## src/rtl/idli_sqi_fetch_m.sv

```systemverilog
// Instruction fetch front end for a quad-SPI (SQI) SRAM.
// Issues a sequential READ at the fetch PC and streams the returned
// instruction nibbles (MSB first) to the decoder, one per cycle.
module idli_sqi_fetch_m (
  input  logic        i_fet_gck,
  input  logic        i_fet_rst_n,
  input  logic        i_fet_redirect,
  input  logic [15:0] i_fet_redirect_pc,
  input  logic [3:0]  i_fet_sqi_sio,
  output logic [3:0]  o_fet_sqi_sio,
  output logic        o_fet_sqi_oe,
  output logic        o_fet_sqi_cs_n,
  output logic [3:0]  o_fet_enc,
  output logic        o_fet_enc_vld,
  output logic [15:0] o_fet_pc
);

  typedef enum logic [2:0] {
    ST_RESTART,
    ST_CMD,
    ST_ADDR,
    ST_DUMMY,
    ST_DATA
  } state_t;

  state_t      state, state_nxt;
  logic [2:0]  step, step_nxt;   // cycle index within CMD/ADDR/DUMMY
  logic [1:0]  nib, nib_nxt;     // nibble position within the current instruction
  logic [15:0] pc, pc_nxt;
  logic [23:0] addr;

  // Word address to byte address; upper bits are always zero.
  assign addr     = {7'b0, pc, 1'b0};
  assign o_fet_pc = pc;

  // State, counters and fetch PC register.
  always_ff @(posedge i_fet_gck or negedge i_fet_rst_n) begin
    if (!i_fet_rst_n) begin
      state <= ST_RESTART;
      step  <= '0;
      nib   <= '0;
      pc    <= '0;
    end else begin
      state <= state_nxt;
      step  <= step_nxt;
      nib   <= nib_nxt;
      pc    <= pc_nxt;
    end
  end

  // Next-state sequencing; a redirect overrides everything.
  always_comb begin
    state_nxt = state;
    step_nxt  = step + 3'd1;
    nib_nxt   = nib;
    pc_nxt    = pc;
    case (state)
      ST_RESTART: begin
        state_nxt = ST_CMD;
        step_nxt  = '0;
      end
      ST_CMD: begin
        if (step == 3'd1) begin
          state_nxt = ST_ADDR;
          step_nxt  = '0;
        end
      end
      ST_ADDR: begin
        if (step == 3'd5) begin
          state_nxt = ST_DUMMY;
          step_nxt  = '0;
        end
      end
      ST_DUMMY: begin
        if (step == 3'd1) begin
          state_nxt = ST_DATA;
          step_nxt  = '0;
        end
      end
      ST_DATA: begin
        step_nxt = '0;
        nib_nxt  = nib + 2'd1;
        if (nib == 2'd3) begin
          pc_nxt = pc + 16'd1;
        end
      end
      default: begin
        state_nxt = ST_RESTART;
        step_nxt  = '0;
      end
    endcase
    if (i_fet_redirect) begin
      state_nxt = ST_RESTART;
      step_nxt  = '0;
      nib_nxt   = '0;
      pc_nxt    = i_fet_redirect_pc;
    end
  end

  // Pad and decoder outputs decoded from the registered state.
  always_comb begin
    o_fet_sqi_cs_n = 1'b0;
    o_fet_sqi_oe   = 1'b0;
    o_fet_sqi_sio  = '0;
    o_fet_enc_vld  = 1'b0;
    o_fet_enc      = '0;
    case (state)
      ST_RESTART: begin
        o_fet_sqi_cs_n = 1'b1;
      end
      ST_CMD: begin
        o_fet_sqi_oe  = 1'b1;
        o_fet_sqi_sio = step[0] ? 4'h3 : 4'h0;
      end
      ST_ADDR: begin
        o_fet_sqi_oe = 1'b1;
        case (step)
          3'd0:    o_fet_sqi_sio = addr[23:20];
          3'd1:    o_fet_sqi_sio = addr[19:16];
          3'd2:    o_fet_sqi_sio = addr[15:12];
          3'd3:    o_fet_sqi_sio = addr[11:8];
          3'd4:    o_fet_sqi_sio = addr[7:4];
          3'd5:    o_fet_sqi_sio = addr[3:0];
          default: o_fet_sqi_sio = '0;
        endcase
      end
      ST_DUMMY: begin
        o_fet_sqi_oe = 1'b0;
      end
      ST_DATA: begin
        // The nibble arriving in a redirect cycle belongs to the old stream.
        o_fet_enc_vld = !i_fet_redirect;
        o_fet_enc     = i_fet_redirect ? 4'h0 : i_fet_sqi_sio;
      end
      default: begin
        o_fet_sqi_cs_n = 1'b1;
      end
    endcase
  end

endmodule
```

## config.mk

```make
export PLATFORM = sky130hd
export DESIGN_NAME = idli_sqi_fetch_m
export DESIGN_NICKNAME = d
export VERILOG_FILES = /design/src/rtl/idli_sqi_fetch_m.sv
export SDC_FILE = /design/constraint.sdc
export NUM_CORES = 1
export LEC_CHECK = 0
export CORE_MARGIN = 2
export CORE_UTILIZATION = 46
export DETAILED_ROUTE_END_ITERATION = 12
export HOLD_SLACK_MARGIN = 0.03
export PLACE_DENSITY = 0.79
export SYNTH_ARGS = -nofsm -noshare
export SYNTH_HDL_FRONTEND = slang
export SYNTH_SLANG_ARGS = --single-unit
```

## constraint.sdc

```tcl
create_clock -name i_fet_gck -period 2.7 [get_ports i_fet_gck]
set_clock_uncertainty 0.15 [all_clocks]
set_input_delay 0.27 -clock i_fet_gck [delete_from_list [all_inputs] [get_ports i_fet_gck]]
set_output_delay 0.27 -clock i_fet_gck [all_outputs]
set_load 0.03 [all_outputs]
```

==> results.md <==
Pwr:
- In this run the power density over the cells is approximately 420 nW/um^2.
- The worst voltage drop across the vdd grid is ~0.21 mV.
- Summed over all cells, the static leakage comes to ~0.86 nW.
- The total power is 0.9037 mW.

Route:
- The first-pass iteration count of the detailed router is 4.
- The first routing iteration left between 60 and 70 violations.
- In the final routed layout, each cell accounts on average for 14.14 um.
- The detailed-route vias per instance is 5.594.
- The total wire length after detailed routing is approximately 4000 um.
- In the routed design, unresolved DRC markers number 0.
- The detailed router placed 1572 vias in this run.
- The number of routed nets with antenna violations is 0.

Clock network:
- The H-tree depth is 1.
- The number of clock sinks seen by CTS is 24.
- The TritonCTS buffer count is 3.
- Once the clock tree was built, the setup fixing pass inserted 0 buffers.
- The clock tree root buffer cell is clkbuf_4.
- The maximum buffer depth of the clock tree is 2.
- The clock reaches the later pin of the worst-skew pair after 0.33 ns.
- After clock tree synthesis, the clock-pin slew on the worst setup and hold paths is between 0.1 and 0.15 ns.
- TritonCTS built the clock tree.
- The number of buffers inserted for hold repair after clock tree synthesis is 0.

Critical path:
- The largest fanout on the critical path is 7.
- The worst setup path is launched from a flip-flop.
- The endpoint type of the worst setup path is a primary output.
- At the worst endpoint, the arrival time is 2.06 ns.
- The data required time at the worst endpoint is 2.28 ns.
- The class of the most critical setup path is reg -> out.

STA:
- Setup repair after global routing left no endpoint under its margin.
- The final critical delay including setup and external delays is around 2.5 ns.
- Setup violations remaining at the end of the flow were counted as 0.
- The worst relative slew slack is 0.5673.
- The slew at the pin closest to its max-slew limit is ~0.64 ns.
- Of the available clock period, the critical path in the final layout requires 0.9195.
- Hold timing on the final database bottoms out at a slack of 0.1398 ns.
- The final count of hold timing violations is 0.
- Summed over all failing endpoints, the final setup total negative slack is 0 ns.
- The max-slew violation count came to 0.
- The top achievable clock speed is 0.4028 GHz.

Die:
- The die span in x is 62.85 um.
- The site row count is 21.
- During I/O placement, the number of pins put on the boundary was 50.
- For this configuration, the core starts out at a cell density of 0.4773.
- The floorplan step set the die height to 62.85 um.
- The area of the die is 3949 um^2.
- The core region is 3337 um^2.

Yosys:
- The portion of the post-synthesis area used by sequential elements is 0.3771.
- The summed instance area of the synthesized netlist is between 1500 and 2000 um^2.
- The fraction of registers with async set/reset is 1.000.
- The most common cell in the synthesized netlist is dfrtp_1.
- Of all cell types, the one taking the most synthesized area is dfrtp_1.
- The synthesized netlist contains 36 unique library cells.
- After synthesis, the most frequently instantiated cells are 24 x dfrtp_1, 19 x nand2_1, 16 x nor2_1, 16 x o21ai_0.
- In this run, synthesis produced a sequential element count of 24.
- The Yosys step of the flow raised 0 warnings.
- The number of nets produced by synthesis is 212.
- Counting flops with a built-in enable in the synthesized netlist gives 0.
- The most used flip-flop cell after synthesis is dfrtp_1.
- Yosys attributes the largest share of cell area to dfrtp_1 38%, o21ai_0 5.0%, nand2_1 4.5%.
- After technology mapping, the gate count stands at around 190.
- The proportion of netlist area held by the largest area contributor is 0.3771.
- The average cell area after synthesis is 8.563 um^2.

Final layout:
- The post-layout net count is 262.
- The count of placed standard cells in the final layout, fillers left out is 281.
- The area growth from synthesis to layout is 35.66%.
- In the final layout, the share of cells above drive strength 1 is 0.09787.
- The number of antenna diodes is 0.

Place:
- Buffers placed on the I/O ports in this run total 49.
- The cell count after placement is around 280.
- The global placement routability congestion is 0.8445.
- Summed over all nets, the half-perimeter wirelength after detailed placement is 2986 um.

Run status:
- The flow ran to the end, and the final reports show no timing, DRC or antenna violations.

Global route:
- For this run, the total global-route usage over all layers was measured as 0.2143.
- The pin count of the biggest net entering global routing is 25.
- The number of antenna violations at the first check in global routing is 0.
- The final global-route overflow total is 0.
- The number of global-route vias before repair is 1438.
- The global-route wire length before repair is approximately 6700 um.

Hold path:
- The worst min-delay path class is in -> async.

Job:
- The number of max-cap violations is 0.
## per-layer routing
metal / up-vias / part of all wire / GRT usage
met3: 4 / 0.043 / 0.03063
met5: - / 0 / 0
met2: 54 / 0.47 / 0.3589
li1: 776 / - / -
met1: 738 / 0.47 / 0.2864
met4: 0 / 0.013 / 0.06667
## worst max-delay path: stages (launching register included)
cell             delay, ns
dfrtp_1               0.44
buf_4                 0.18
nor2_1                0.26
xor2_1                0.17
clkdlybuf4s50_1       0.68
## worst paths after layout
path / slack (ns) / startpoint / to / depth (start not counted)
max: 0.22 / state[1]$_DFFE_PN0P_ / o_fet_sqi_cs_n / 4
min: 0.14 / i_fet_rst_n / o_fet_pc[10]$_DFFE_PN0P_ / 2
max reg2reg: 0.46 / state[1]$_DFFE_PN0P_ / o_fet_pc[12]$_DFFE_PN0P_ / 5
min reg2reg: 0.40 / nib[1]$_DFFE_PN0P_ / nib[1]$_DFFE_PN0P_ / 2
max in group asynchronous: 2.01 / i_fet_rst_n / o_fet_pc[15]$_DFFE_PN0P_ / 2
min in group i_fet_gck: 0.33 / i_fet_redirect_pc[6] / o_fet_pc[6]$_DFFE_PN0P_ / 3
## through the flow
step	instance area (um^2)	utilization	setup WS, ns
floorplan	1593	-	0.3875
global placement	2130	0.6382	0.2613
detailed placement	2130	0.6382	0.2462
CTS	2163	0.6483	0.006740
global route	2161	0.6475	0.07459
finish	2161	0.6475	0.2174
## layout by cell type (no fill, tap or decap), drive strengths merged, types with 3 or more instances in the layout
cell type,Yosys,layout
nand2,19,19
nor3b,3,3
nor2b,4,4
nor3,5,5
ha,3,3
clkbuf,8,6
a21oi,5,5
a221o,3,3
clkdlybuf4s50,0,40
and2,6,6
or3,4,4
xor2,5,5
inv,5,5
nand3,4,4
xnor2,8,8
o21ai,16,16
nor2,16,16
buf,3,12
mux2i,6,6
or2,3,3
nand4,8,8
nor4,8,8
a221oi,5,5
dfrtp,24,24
## cell families (layout without fill, tap and decap cells)
family                   after synthesis  count (layout)  share of synthesized area
AND/OR/NAND/NOR                       89              89                     0.3071
AO/OA/AOI/OAI                         35              35                     0.1390
flip-flops                            24              24                     0.3771
buffers and inverters                 16              65                    0.04399
XOR/XNOR                              13              13                    0.07149
multiplexers                           6               6                    0.03771
adder cells (fa/ha/maj)                3               3                    0.02357
## layout make-up
type                    count  area [um^2]
multi-input cells         146        922.1
flip-flops and latches     24        600.6
repair buffers             56        525.5
fillers                   283         1176
clock buffers               4        36.28
inverters                   5        18.77
well taps                  46        57.56
## report_power, final
group	internal (mW)	switching (mW)
Clock	0.0826	0.115
Sequential	0.387	0.0495
Combinational	0.129	0.141
## timing repair
| action | in CTS | in global routing |
|---|---|---|
| pin swaps | 0 | 0 |
| setup endpoints to repair | 2 | 4 |
| resized for setup | 2 | 8 |
## sequential cells by signal (all words and copies together) (netlist names)
name / flops
step: 3
nib: 2
state: 3
o_fet_pc: 16
Power figures use the tool's default switching activity.
